[config.mk]
export PLATFORM = sky130hd
export DESIGN_NAME = txshift_frame
export DESIGN_NICKNAME = d
export VERILOG_FILES = /design/src/rtl/usrt_pkg.sv /design/src/rtl/txshift_bitclk.sv /design/src/rtl/txshift_frame.sv
export SDC_FILE = /design/constraint.sdc
export NUM_CORES = 1
export LEC_CHECK = 0
export ABC_AREA = 1
export CAP_MARGIN = 20
export CELL_PAD_IN_SITES_DETAIL_PLACEMENT = 1
export CELL_PAD_IN_SITES_GLOBAL_PLACEMENT = 2
export CORE_AREA = 2 2 100 102
export DETAILED_ROUTE_END_ITERATION = 10
export DIE_AREA = 0 0 102 104
export GPL_TIMING_DRIVEN = 0
export HOLD_SLACK_MARGIN = 0.12
export PLACE_DENSITY_LB_ADDON = 0.1
export SLEW_MARGIN = 10
export SYNTH_ARGS = -nofsm -noshare
export SYNTH_HDL_FRONTEND = slang
export SYNTH_SLANG_ARGS = --single-unit
[constraint.sdc]
create_clock -name i_Pclk -period 5.9 [get_ports i_Pclk]
set_clock_uncertainty 0.15 [all_clocks]
set_input_delay 1.77 -clock i_Pclk [delete_from_list [all_inputs] [get_ports i_Pclk]]
set_output_delay 1.77 -clock i_Pclk [all_outputs]
set_load 0.01 [all_outputs]
[src/rtl/usrt_pkg.sv]
// Shared types for the UART-style serial blocks:
// frame states, data-width limits and frame settings.
package usrt_pkg;

  typedef enum logic [2:0] {
    IDLE   = 3'd0,
    START  = 3'd1,
    DATA   = 3'd2,
    PARITY = 3'd3,
    STOP   = 3'd4
  } state_t;

  localparam int DATA_W_MIN = 5;
  localparam int DATA_W_MAX = 9;
  localparam int IDX_W      = $clog2(DATA_W_MAX);
  localparam int BAUD_W_MAX = 16;

  typedef struct packed {
    logic [BAUD_W_MAX-1:0] baud;
    logic                  parity_en;
    logic                  parity_odd;
    logic                  two_stop;
  } frame_cfg_t;

endpackage

[src/rtl/txshift_bitclk.sv]
// Bit-time counter: counts 0..max(baud,1)-1 while run is high,
// pulses bit_end on the last cycle of each bit. Shared with the receiver.
module txshift_bitclk #(
  parameter int W = 16
) (
  input  logic         clk,
  input  logic         rst_n,
  input  logic         run,
  input  logic [W-1:0] baud,
  output logic         bit_end
);

  logic [W-1:0] cnt;
  logic [W-1:0] last;

  // baud of 0 behaves as 1 cycle per bit
  assign last    = (baud == '0) ? '0 : baud - W'(1);
  assign bit_end = run && (cnt == last);

  always_ff @(posedge clk) begin
    if (!rst_n) begin
      cnt <= '0;
    end else if (!run || bit_end) begin
      cnt <= '0;
    end else begin
      cnt <= cnt + W'(1);
    end
  end

endmodule

[src/rtl/txshift_frame.sv]
// Parametrised UART transmit shifter: start, DATA_W bits LSB-first,
// optional parity, 1/2 stop bits. TXSHIFT_HOLD_EN adds a one-word hold buffer.
module txshift_frame
  import usrt_pkg::*;
#(
  parameter int DATA_W = 8,
  parameter int BAUD_W = 14
) (
  input  logic              i_Pclk,
  input  logic              i_Presetn,
  input  logic [BAUD_W-1:0] i_Baud,
  input  logic              i_Parity_En,
  input  logic              i_Parity_Odd,
  input  logic              i_Two_Stop,
  input  logic              i_Valid,
  input  logic [DATA_W-1:0] i_Data,
  output logic              o_Ready,
  output logic              o_Tx_Serial,
  output logic              o_Busy,
  output logic              o_Done
);

  localparam logic [IDX_W-1:0] LAST_IDX = IDX_W'(DATA_W - 1);

  state_t                state;
  state_t                state_nx;
  frame_cfg_t            in_cfg;
  frame_cfg_t            ld_cfg;
  logic [DATA_W-1:0]     ld_data;
  logic [DATA_W-1:0]     sh;
  logic [BAUD_W_MAX-1:0] baud_q;
  logic                  par_en_q;
  logic                  two_stop_q;
  logic                  par_q;
  logic [IDX_W-1:0]      idx;
  logic                  stop_idx;
  logic                  bit_end;
  logic                  run;
  logic                  xfer;
  logic                  load;
  logic                  frame_end;
  logic                  last_stop;
  logic                  line_d;
  logic                  end_q;

  assign in_cfg = '{
    baud:       BAUD_W_MAX'(i_Baud),
    parity_en:  i_Parity_En,
    parity_odd: i_Parity_Odd,
    two_stop:   i_Two_Stop
  };

  assign xfer      = i_Valid && o_Ready;
  assign run       = state inside {START, DATA, PARITY, STOP};
  assign last_stop = !two_stop_q || stop_idx;
  assign frame_end = (state == STOP) && bit_end && last_stop;

`ifdef TXSHIFT_HOLD_EN
  logic              hold_full;
  logic [DATA_W-1:0] hold_data;
  frame_cfg_t        hold_cfg;

  assign o_Ready = !hold_full;

  // Load at IDLE or the last stop cycle; held word wins, else bypass
  always_comb begin
    load    = (state == IDLE || frame_end) && (hold_full || xfer);
    ld_data = hold_full ? hold_data : i_Data;
    ld_cfg  = hold_full ? hold_cfg : in_cfg;
  end

  always_ff @(posedge i_Pclk) begin
    if (!i_Presetn) begin
      hold_full <= 1'b0;
      hold_data <= '0;
      hold_cfg  <= '0;
    end else if (xfer && !(load && !hold_full)) begin
      hold_full <= 1'b1;
      hold_data <= i_Data;
      hold_cfg  <= in_cfg;
    end else if (load && hold_full) begin
      hold_full <= 1'b0;
    end
  end
`else
  assign o_Ready = (state == IDLE);

  always_comb begin
    load    = xfer;
    ld_data = i_Data;
    ld_cfg  = in_cfg;
  end
`endif

  txshift_bitclk #(
    .W(BAUD_W_MAX)
  ) u_bitclk (
    .clk    (i_Pclk),
    .rst_n  (i_Presetn),
    .run    (run),
    .baud   (baud_q),
    .bit_end(bit_end)
  );

  always_comb begin
    state_nx = state;
    case (state)
      IDLE: begin
        if (load) state_nx = START;
      end
      START: begin
        if (bit_end) state_nx = DATA;
      end
      DATA: begin
        if (bit_end && idx == LAST_IDX) begin
          state_nx = par_en_q ? PARITY : STOP;
        end
      end
      PARITY: begin
        if (bit_end) state_nx = STOP;
      end
      STOP: begin
        if (frame_end) state_nx = load ? START : IDLE;
      end
      default: state_nx = IDLE;
    endcase
  end

  always_comb begin
    line_d = 1'b1;
    case (state)
      START:   line_d = 1'b0;
      DATA:    line_d = sh[0];
      PARITY:  line_d = par_q;
      default: line_d = 1'b1;
    endcase
  end

  always_ff @(posedge i_Pclk) begin
    if (!i_Presetn) begin
      state       <= IDLE;
      o_Tx_Serial <= 1'b1;
      o_Busy      <= 1'b0;
      end_q       <= 1'b0;
      o_Done      <= 1'b0;
    end else begin
      state       <= state_nx;
      o_Tx_Serial <= line_d;
      o_Busy      <= (state != IDLE);
      end_q       <= frame_end;
      o_Done      <= end_q;
    end
  end

  // Parity accumulates as bits shift out, seeded with the odd flag
  always_ff @(posedge i_Pclk) begin
    if (!i_Presetn) begin
      sh         <= '0;
      par_q      <= 1'b0;
      baud_q     <= '0;
      par_en_q   <= 1'b0;
      two_stop_q <= 1'b0;
    end else if (load) begin
      sh         <= ld_data;
      par_q      <= ld_cfg.parity_odd;
      baud_q     <= ld_cfg.baud;
      par_en_q   <= ld_cfg.parity_en;
      two_stop_q <= ld_cfg.two_stop;
    end else if (state == DATA && bit_end) begin
      sh    <= sh >> 1;
      par_q <= par_q ^ sh[0];
    end
  end

  always_ff @(posedge i_Pclk) begin
    if (!i_Presetn) begin
      idx      <= '0;
      stop_idx <= 1'b0;
    end else begin
      if (state != DATA) begin
        idx <= '0;
      end else if (bit_end) begin
        idx <= (idx == LAST_IDX) ? '0 : idx + IDX_W'(1);
      end
      if (state != STOP) begin
        stop_idx <= 1'b0;
      end else if (bit_end) begin
        stop_idx <= !last_stop;
      end
    end
  end

endmodule

# Word-level counts from Yosys, hierarchy flattened

Cells that the tools add are included.

Logic and storage cells: 66
Bits in registers: 53

Add/sub/neg operators: 3
Muxes and demuxes: 15
Bitwise gates (word level): 2
Reductions and logical operators: 20
Equality and inequality tests: 13

Operator list:

| operator                | number |
|---|---|
| $mux W3                 | 6 |
| $add A16 B1 Y16 const B | 1 |
| $eq A16 B16 Y1          | 1 |
| $logic_not A16 Y1       | 1 |
| $mux W16                | 1 |
| $mux W8                 | 2 |
| $pmux W3 S5             | 1 |
| $sub A14 B1 Y15 const B | 1 |
| $eq A3 B2 Y1 const B    | 2 |
| $logic_and A1 B1 Y1     | 6 |
| $ne A2 B2 Y1 const B    | 3 |
| $reduce_or A2 Y1        | 3 |
| $reduce_and A5 Y1       | 1 |
| $add A4 B1 Y4 const B   | 1 |
| $eq A4 B3 Y1 const B    | 1 |
| $mux W4                 | 1 |
| $ne A2 B1 Y1 const B    | 2 |
| $reduce_bool A4 Y1      | 1 |
| $eq A3 B1 Y1 const B    | 1 |
| $eq A3 B3 Y1 const B    | 1 |
| $logic_not A1 Y1        | 3 |
| $logic_not A3 Y1        | 1 |
| $mux W1                 | 3 |
| $ne A3 B2 Y1 const B    | 1 |
| other kinds (7)         | 8 |

# Longest topological paths before layout

Gate-level depths: netlist (run 1).

Word-level depth: 8
Depth in mapped cells: 20
Depth with buffers taken out: 20

# Cells and area by module

From an unflattened synthesis (run 1), not the netlist that was laid out.

Cells, all modules: 503
Area total of the unflattened synthesis: 3198.1 µm²

By module, submodules not included:

| module         | area an instance (µm²) | sequential area each (µm²) | cells an instance | times used |
|---|---|---|---|---|
| txshift_frame  | 1622.8                 | 740.7                      | 231               | 1 |
| txshift_bitclk | 1575.3                 | 320.3                      | 272               | 1 |

# Least setup slack after synthesis (run 1)

OpenSTA, ideal clock, no wires.

Path type: input port to flip-flop
Start: input i_Valid
End: register baud_q[10]
Required time: 5.622 ns
Slack: 3.087 ns
Stages: 7
Arrival time: 2.535 ns
Library setup time: 0.128 ns
Path through: inv_1 > nor2_1 > inv_1 > buf_2 > clkbuf_1 > o21ai_0 > a21oi_1

Word-level cells in the longest chain between the ends: 1

Ends and longest elaborated chain:

| element              | RTL line             | source |
|---|---|---|
| from (decl)          | txshift_frame.sv:15  | `input logic i_Valid,` |
| $logic_and A1 B1 Y1  | txshift_frame.sv:53  | `assign xfer = i_Valid && o_Ready;` |
| to (signal assigned) | txshift_frame.sv:166 | `baud_q <= ld_cfg.baud;` |
| to (decl)            | txshift_frame.sv:31  | `logic [BAUD_W_MAX-1:0] baud_q;` |

No other way between the ends.
A chain may end at the register's enable or synchronous reset.

# Final worst setup path (run 1)

Start: register state[0]
End: output o_Ready

Word-level cells in the longest chain between the ends: 1

Ends and longest elaborated chain:

| element                | RTL line             | source |
|---|---|---|
| from (decl)            | txshift_frame.sv:25  | `state_t state;` |
| from (signal assigned) | txshift_frame.sv:147 | `state <= state_nx;` |
| $logic_not A3 Y1       | txshift_frame.sv:86  | `assign o_Ready = (state == IDLE);` |
| to (decl)              | txshift_frame.sv:17  | `output logic o_Ready,` |

No other way between the ends.

==> results of run 1 <==
==> routing by layer <==
metal  up-vias  global-route usage  routed length, um
met5         -                   0                  0
li1       1615                   -                  -
met3         2              0.0276                155
met1      1429               0.237               4320
met2        29               0.320               4560
met4         0              0.0248                 38
==> layout make-up <==
cell class	count	area [um2]
Fill cell	1273	5790
Multi-Input combinational cell	356	1810
Sequential cell	53	1060
Timing Repair Buffer	30	300
Inverter	63	236
Tap cell	133	166
Buffer	12	70.1
Clock buffer	5	68.8
Clock inverter	2	38.8
==> path summary, 6_finish.rpt <==
| path | startpoint | endpoint | slack [ns] | depth (start not counted) |
|---|---|---|---|---|
| worst max-delay path | state[0] | o_Ready | 2.35 | 4 |
| worst min-delay path | end_q | o_Done | 0.28 | 2 |
| worst max register to register | baud_q[0] | u_bitclk.cnt[13] | 3.10 | 16 |
| worst min register to register | end_q | o_Done | 0.28 | 2 |
==> stage by stage <==
| step | cells | area, um2 | worst slack (ns) |
|---|---|---|---|
| 4_1_cts | 654 | 3750 | 2.30 |
| 6_report | 654 | 3750 | 2.35 |
| 3_5_place_dp | 647 | 3650 | 2.24 |
| 2_1_floorplan | 484 | 3180 | 3.09 |
| 5_1_grt | 654 | 3750 | 2.21 |
| 3_3_place_gp | 647 | 3650 | 2.28 |
==> worst max-delay path: stages, from the launching register on <==
cell and delay, ns:
dfxtp_1 0.35, nor2_1 0.14, inv_1 0.09, nor2_1 0.17, clkdlybuf4s50_1 0.58
==> power by group <==
part,leakage (nW),internal (W),switching (W)
sequential,0.433,0.000431,0.0000561
clock,0.0546,0.000126,0.000134
combinational,1.07,0.000366,0.000703
==> kinds of logic (layout without fill, tap and decap cells) <==
logic type               count (synthesis)  in the layout  synth area share
AND/OR/NAND/NOR                        283            283             0.432
AO/OA/AOI/OAI                           61             61             0.101
buffers and inverters                   75            112            0.0964
adder cells (fa/ha/maj)                  3              3            0.0118
flip-flops                              53             53             0.334
XOR/XNOR                                 9              9            0.0248
==> cell usage after synthesis, types with 2 or more instances <==
cell type	n
a21oi_1	27
and2_1	2
buf_2	2
buf_6	3
clkbuf_1	7
dfxtp_1	53
ha_1	3
inv_1	61
nand2_1	110
nand2_2	10
nand2_4	2
nand3_1	38
nand3_2	8
nand4_1	11
nand4_2	3
nor2_1	66
nor2_2	7
nor2_4	6
nor3_1	9
nor3b_1	4
o211ai_1	3
o21ai_0	23
o21ai_1	5
or2_2	3
xnor2_1	2
xor2_1	7
==> state kept, by name, indices dropped and copies added, names as in the netlist <==
signal	count
u_bitclk.cnt	16
baud_q	14
sh	8
idx	4
state	3
end_q	1
o_Busy	1
o_Done	1
o_Tx_Serial	1
par_en_q	1
par_q	1
stop_idx	1
two_stop_q	1
==> impl_metrics.toml, run 1 <==
[finish]
layout_common_cells = "nand2_1, nor2_1, inv_1, dfxtp_1, nand3_1"
final_core_util = 0.393
areaGrowthSynthToFinish_pct = 18.1
antenna_cells = 0
final_common_cell = "nand2_1"
layout-drive-gt1-share = 0.106
fin_nets = 552

[logic_synthesis]
async_flop_share = 0
synth_area_leaders = "dfxtp_1, nand2_1, nor2_1, inv_1, nand3_1"
synth_edf_count = 0
synth_ff_type = "dfxtp_1"
syn_nets = 515
synth_cells = 484
seq_area_frac_synth = 0.334
yosysTopAreaCell = "dfxtp_1"
syn_area_per_cell_um2 = 6.57
synth_cell_types = 35
ys_warn_count = 0
synth_area_um2 = 3180
ys_seq_elements = 53
synth.top_cell.area_share = 0.334

[placement]
place_congestion = 0.802
port_buffers = 30
dpl.hpwl_um = 7510

[cts]
hold_buffers = 0
root_buffer = "clkbuf_8"
insertion_delay_ns = 0.30
clockBufferDepth = 2
cts_tree = "done"
h-tree-depth = 2
cts-resized-gates = 0
clk_pin_slew_ns = 0.10
cts_setup_buffers = 0
cts_sinks = 53
cts_made_buffers = 5

[sta]
max_freq_ghz = 0.282
setup_viol = 0
rsz0062_at_grt = "false"
tns_ns = 0
slew_viol_final = 0
hold_viol_final = 0
whs_ns = 0.278
period_share = 0.602
tightest_slew_ns = 0.541
fin_crit_ns = 3.55
relSlewSlack = 0.639

[grt]
grt_pass1_wl_um = 15400
grt_pass1_vias = 3203
grt-ovfl-total = 0
track_usage = 0.181
antenna_found_initial = 0
grt_max_degree = 17

[critical_path]
end_kind = "output port"
cp.arrival_ns = 1.63
cp.required_ns = 3.98
worstSetupPathType = "reg2out"
crit_path_max_fanout = 4
cp-start-kind = "register"

[detailed_routing]
viasPerCell = 4.70
initialDrtViolationCount = 80
wl_per_cell_um = 13.9
drc = 0
num_vias = 3075
routed_wl_um = 9080
drtPass1Iterations = 4
ant_nets = 0

[floorplanning]
design.core.area_um2 = 9550
fp.dieArea_um2 = 10600
start_util = 0.333
die_h_um = 104
rows = 36
io_pins = 32
die_w_um = 102

[pwr]
finalPower_w = 0.00182
leakage_nw = 1.55
power.density_nw_per_um2 = 484
peakVddDrop_mv = 0.189

[run_status]
status = "complete, no violations"

[min_path]
hp-class = "reg2reg"

[flow_run]
maxCapViolCount = 0
Note: power is estimated with default switching activity, not from simulation.
==> run 2, diff against run 1 <==
--- a/config.mk
+++ b/config.mk
@@ -9,9 +9,9 @@
 export CAP_MARGIN = 20
 export CELL_PAD_IN_SITES_DETAIL_PLACEMENT = 1
 export CELL_PAD_IN_SITES_GLOBAL_PLACEMENT = 2
-export CORE_AREA = 2 2 100 102
+export CORE_AREA = 2 2 110 112
 export DETAILED_ROUTE_END_ITERATION = 10
-export DIE_AREA = 0 0 102 104
+export DIE_AREA = 0 0 112 114
 export GPL_TIMING_DRIVEN = 0
 export HOLD_SLACK_MARGIN = 0.12
 export PLACE_DENSITY_LB_ADDON = 0.1
==> constraint.sdc (replaced) <==
create_clock -name i_Pclk -period 3.1 [get_ports i_Pclk]
set_clock_uncertainty 0.15 [all_clocks]
set_input_delay 0.93 -clock i_Pclk [delete_from_list [all_inputs] [get_ports i_Pclk]]
set_output_delay 0.93 -clock i_Pclk [all_outputs]
set_load 0.01 [all_outputs]
==> run 2 against run 1 <==
  * Critical path depth up 11
  * Via count up 1.8%
  * Sequential cell count unchanged
  * Critical path type is now reg2reg
  * Critical endpoint is now u_bitclk.cnt[11]
  * Highest routed layer unchanged
==> impl_metrics.toml, run 2 (synthesis gave the netlist of run 1 again) <==
[cts]
hold_buffers = 0
insertion_delay_ns = 0.31
cts_sinks = 53
root_buffer = "clkbuf_16"
cts_made_buffers = 5
cts_tree = "done"
clockBufferDepth = 2
h-tree-depth = 2
clk_pin_slew_ns = 0.08

[finish]
largest_reg_flops = 16
largest_register = "u_bitclk.cnt"
final_common_cell = "nand2_1"
layout_common_cells = "nand2_1, nor2_1, inv_1, dfxtp_1, nand3_1"
reg.largest.list = "u_bitclk.cnt x16, baud_q x14, sh x8"
fill_cells = 1535
final_core_util = 0.328
layout-drive-gt1-share = 0.109
fin_nets = 552
areaGrowthSynthToFinish_pct = 20.8
antenna_cells = 0

[sta]
tightest_slew_ns = 0.604
hold_viol_final = 0
slew_viol_final = 0
setup_viol = 0
fin_crit_ns = 2.76
max_freq_ghz = 0.362
tns_ns = 0
rsz0062_at_grt = "false"
period_share = 0.892
relSlewSlack = 0.597

[detailed_routing]
drtPass1Iterations = 4
routed_wl_um = 9840
ant_nets = 0
drc = 0
initialDrtViolationCount = 93
num_vias = 3130
viasPerCell = 4.68
wl_per_cell_um = 14.7

[floorplanning]
rows = 40
io_pins = 32
die_w_um = 112
die_h_um = 114
fp.dieArea_um2 = 12800
design.core.area_um2 = 11700
start_util = 0.272

[critical_path]
rr_worst_depth = 15
end_kind = "register"
crit_path_start = "baud_q[0]"
worstPathCellList = "inv_1, ha_1, nand2_4, nor2_1, nand2_2, buf_6, nand4_2, nand2_1, nor2_2, nand3_2, inv_1, nand2_1, nand3_2, buf_2, a21oi_1"
critical_path_buf_inv_count = 4
crit_cells = 15
crit_path_end = "u_bitclk.cnt[11]"
reg2reg_from = "baud_q[0]"
cp-start-kind = "register"
slowest_stage = "ha_1"
cp.arrival_ns = 2.80
cp.required_ns = 3.14
reg2reg_slack_ns = 0.34
worstSetupPathType = "reg2reg"
crit_path_max_fanout = 10
critPathTopFamily = "simple AND/OR/NAND/NOR gates"
r2r_end = "u_bitclk.cnt[11]"
slowest_delay_ns = 0.32

[pwr]
power.density_nw_per_um2 = 949
leakage_nw = 1.58
peakVddDrop_mv = 0.301

[grt]
track_usage = 0.168
grt-ovfl-total = 0
grt_pass1_wl_um = 17000
grt_max_degree = 17
grt_pass1_vias = 3399
antenna_found_initial = 0

[placement]
port_buffers = 30
place_congestion = 0.822
dpl.hpwl_um = 7950

[run_status]
status = "complete, no violations"

[min_path]
hp-class = "reg2reg"

[flow_run]
maxCapViolCount = 0
run 2: worst min-delay path, cell delays in order, from the launching register on:
cell and delay (ns):
dfxtp_1 0.32, nand2_1 0.06, inv_1 0.03
run 2: area by class of cell:
| cell class | count | area [um2] | share of cell area |
|---|---|---|---|
| Clock inverter | 2 | 37.5 | 0.00977 |
| Timing Repair Buffer | 30 | 300 | 0.0781 |
| Sequential cell | 53 | 1060 | 0.276 |
| Buffer | 12 | 70.1 | 0.0182 |
| Multi-Input combinational cell | 356 | 1820 | 0.472 |
| Inverter | 63 | 236 | 0.0615 |
| Clock buffer | 6 | 139 | 0.0361 |
| Tap cell | 147 | 184 | 0.0479 |
run 2: report_power, final:
part,switching (W),internal (W)
clock,0.000278,0.000404
combinational,0.00133,0.000697
sequential,0.000113,0.000821
total,0.00172,0.00192
run 2: worst min path at each step:
stage | start | endpoint | depth (start not counted)
finish | end_q | o_Done | 2
CTS | end_q | o_Done | 2
detailed placement | end_q | o_Done | 2
global route | end_q | o_Done | 2
floorplan | end_q | o_Done | 2
global placement | end_q | o_Done | 2
run 2: layer usage:
layer | GRT usage | routed length (um) | vias up | share of wire
met5 | 0 | 0 | - | 0
met4 | 0.0561 | 149 | 0 | 0.015
met3 | 0.0255 | 193 | 8 | 0.020
met2 | 0.303 | 4890 | 23 | 0.50
met1 | 0.205 | 4610 | 1473 | 0.47
li1 | - | - | 1626 | -
run 2: timing repair:
action	4_1_cts	5_1_grt
resized for setup	0	2
setup buffers	0	0
endpoints found under the setup margin	0	4
run 2: per-stage QoR:
stage               cell area [um2]  instances  power, W  hold slack, ns  setup WS [ns]
global route                   3840        669   0.00406           0.324        0.00369
finish                         3840        669   0.00365           0.293          0.336
floorplan                      3180        484   0.00245           0.240          0.781
global placement               3660        661   0.00298           0.290          0.290
CTS                            3840        669   0.00371           0.299          0.274
detailed placement             3660        661   0.00301           0.288          0.283
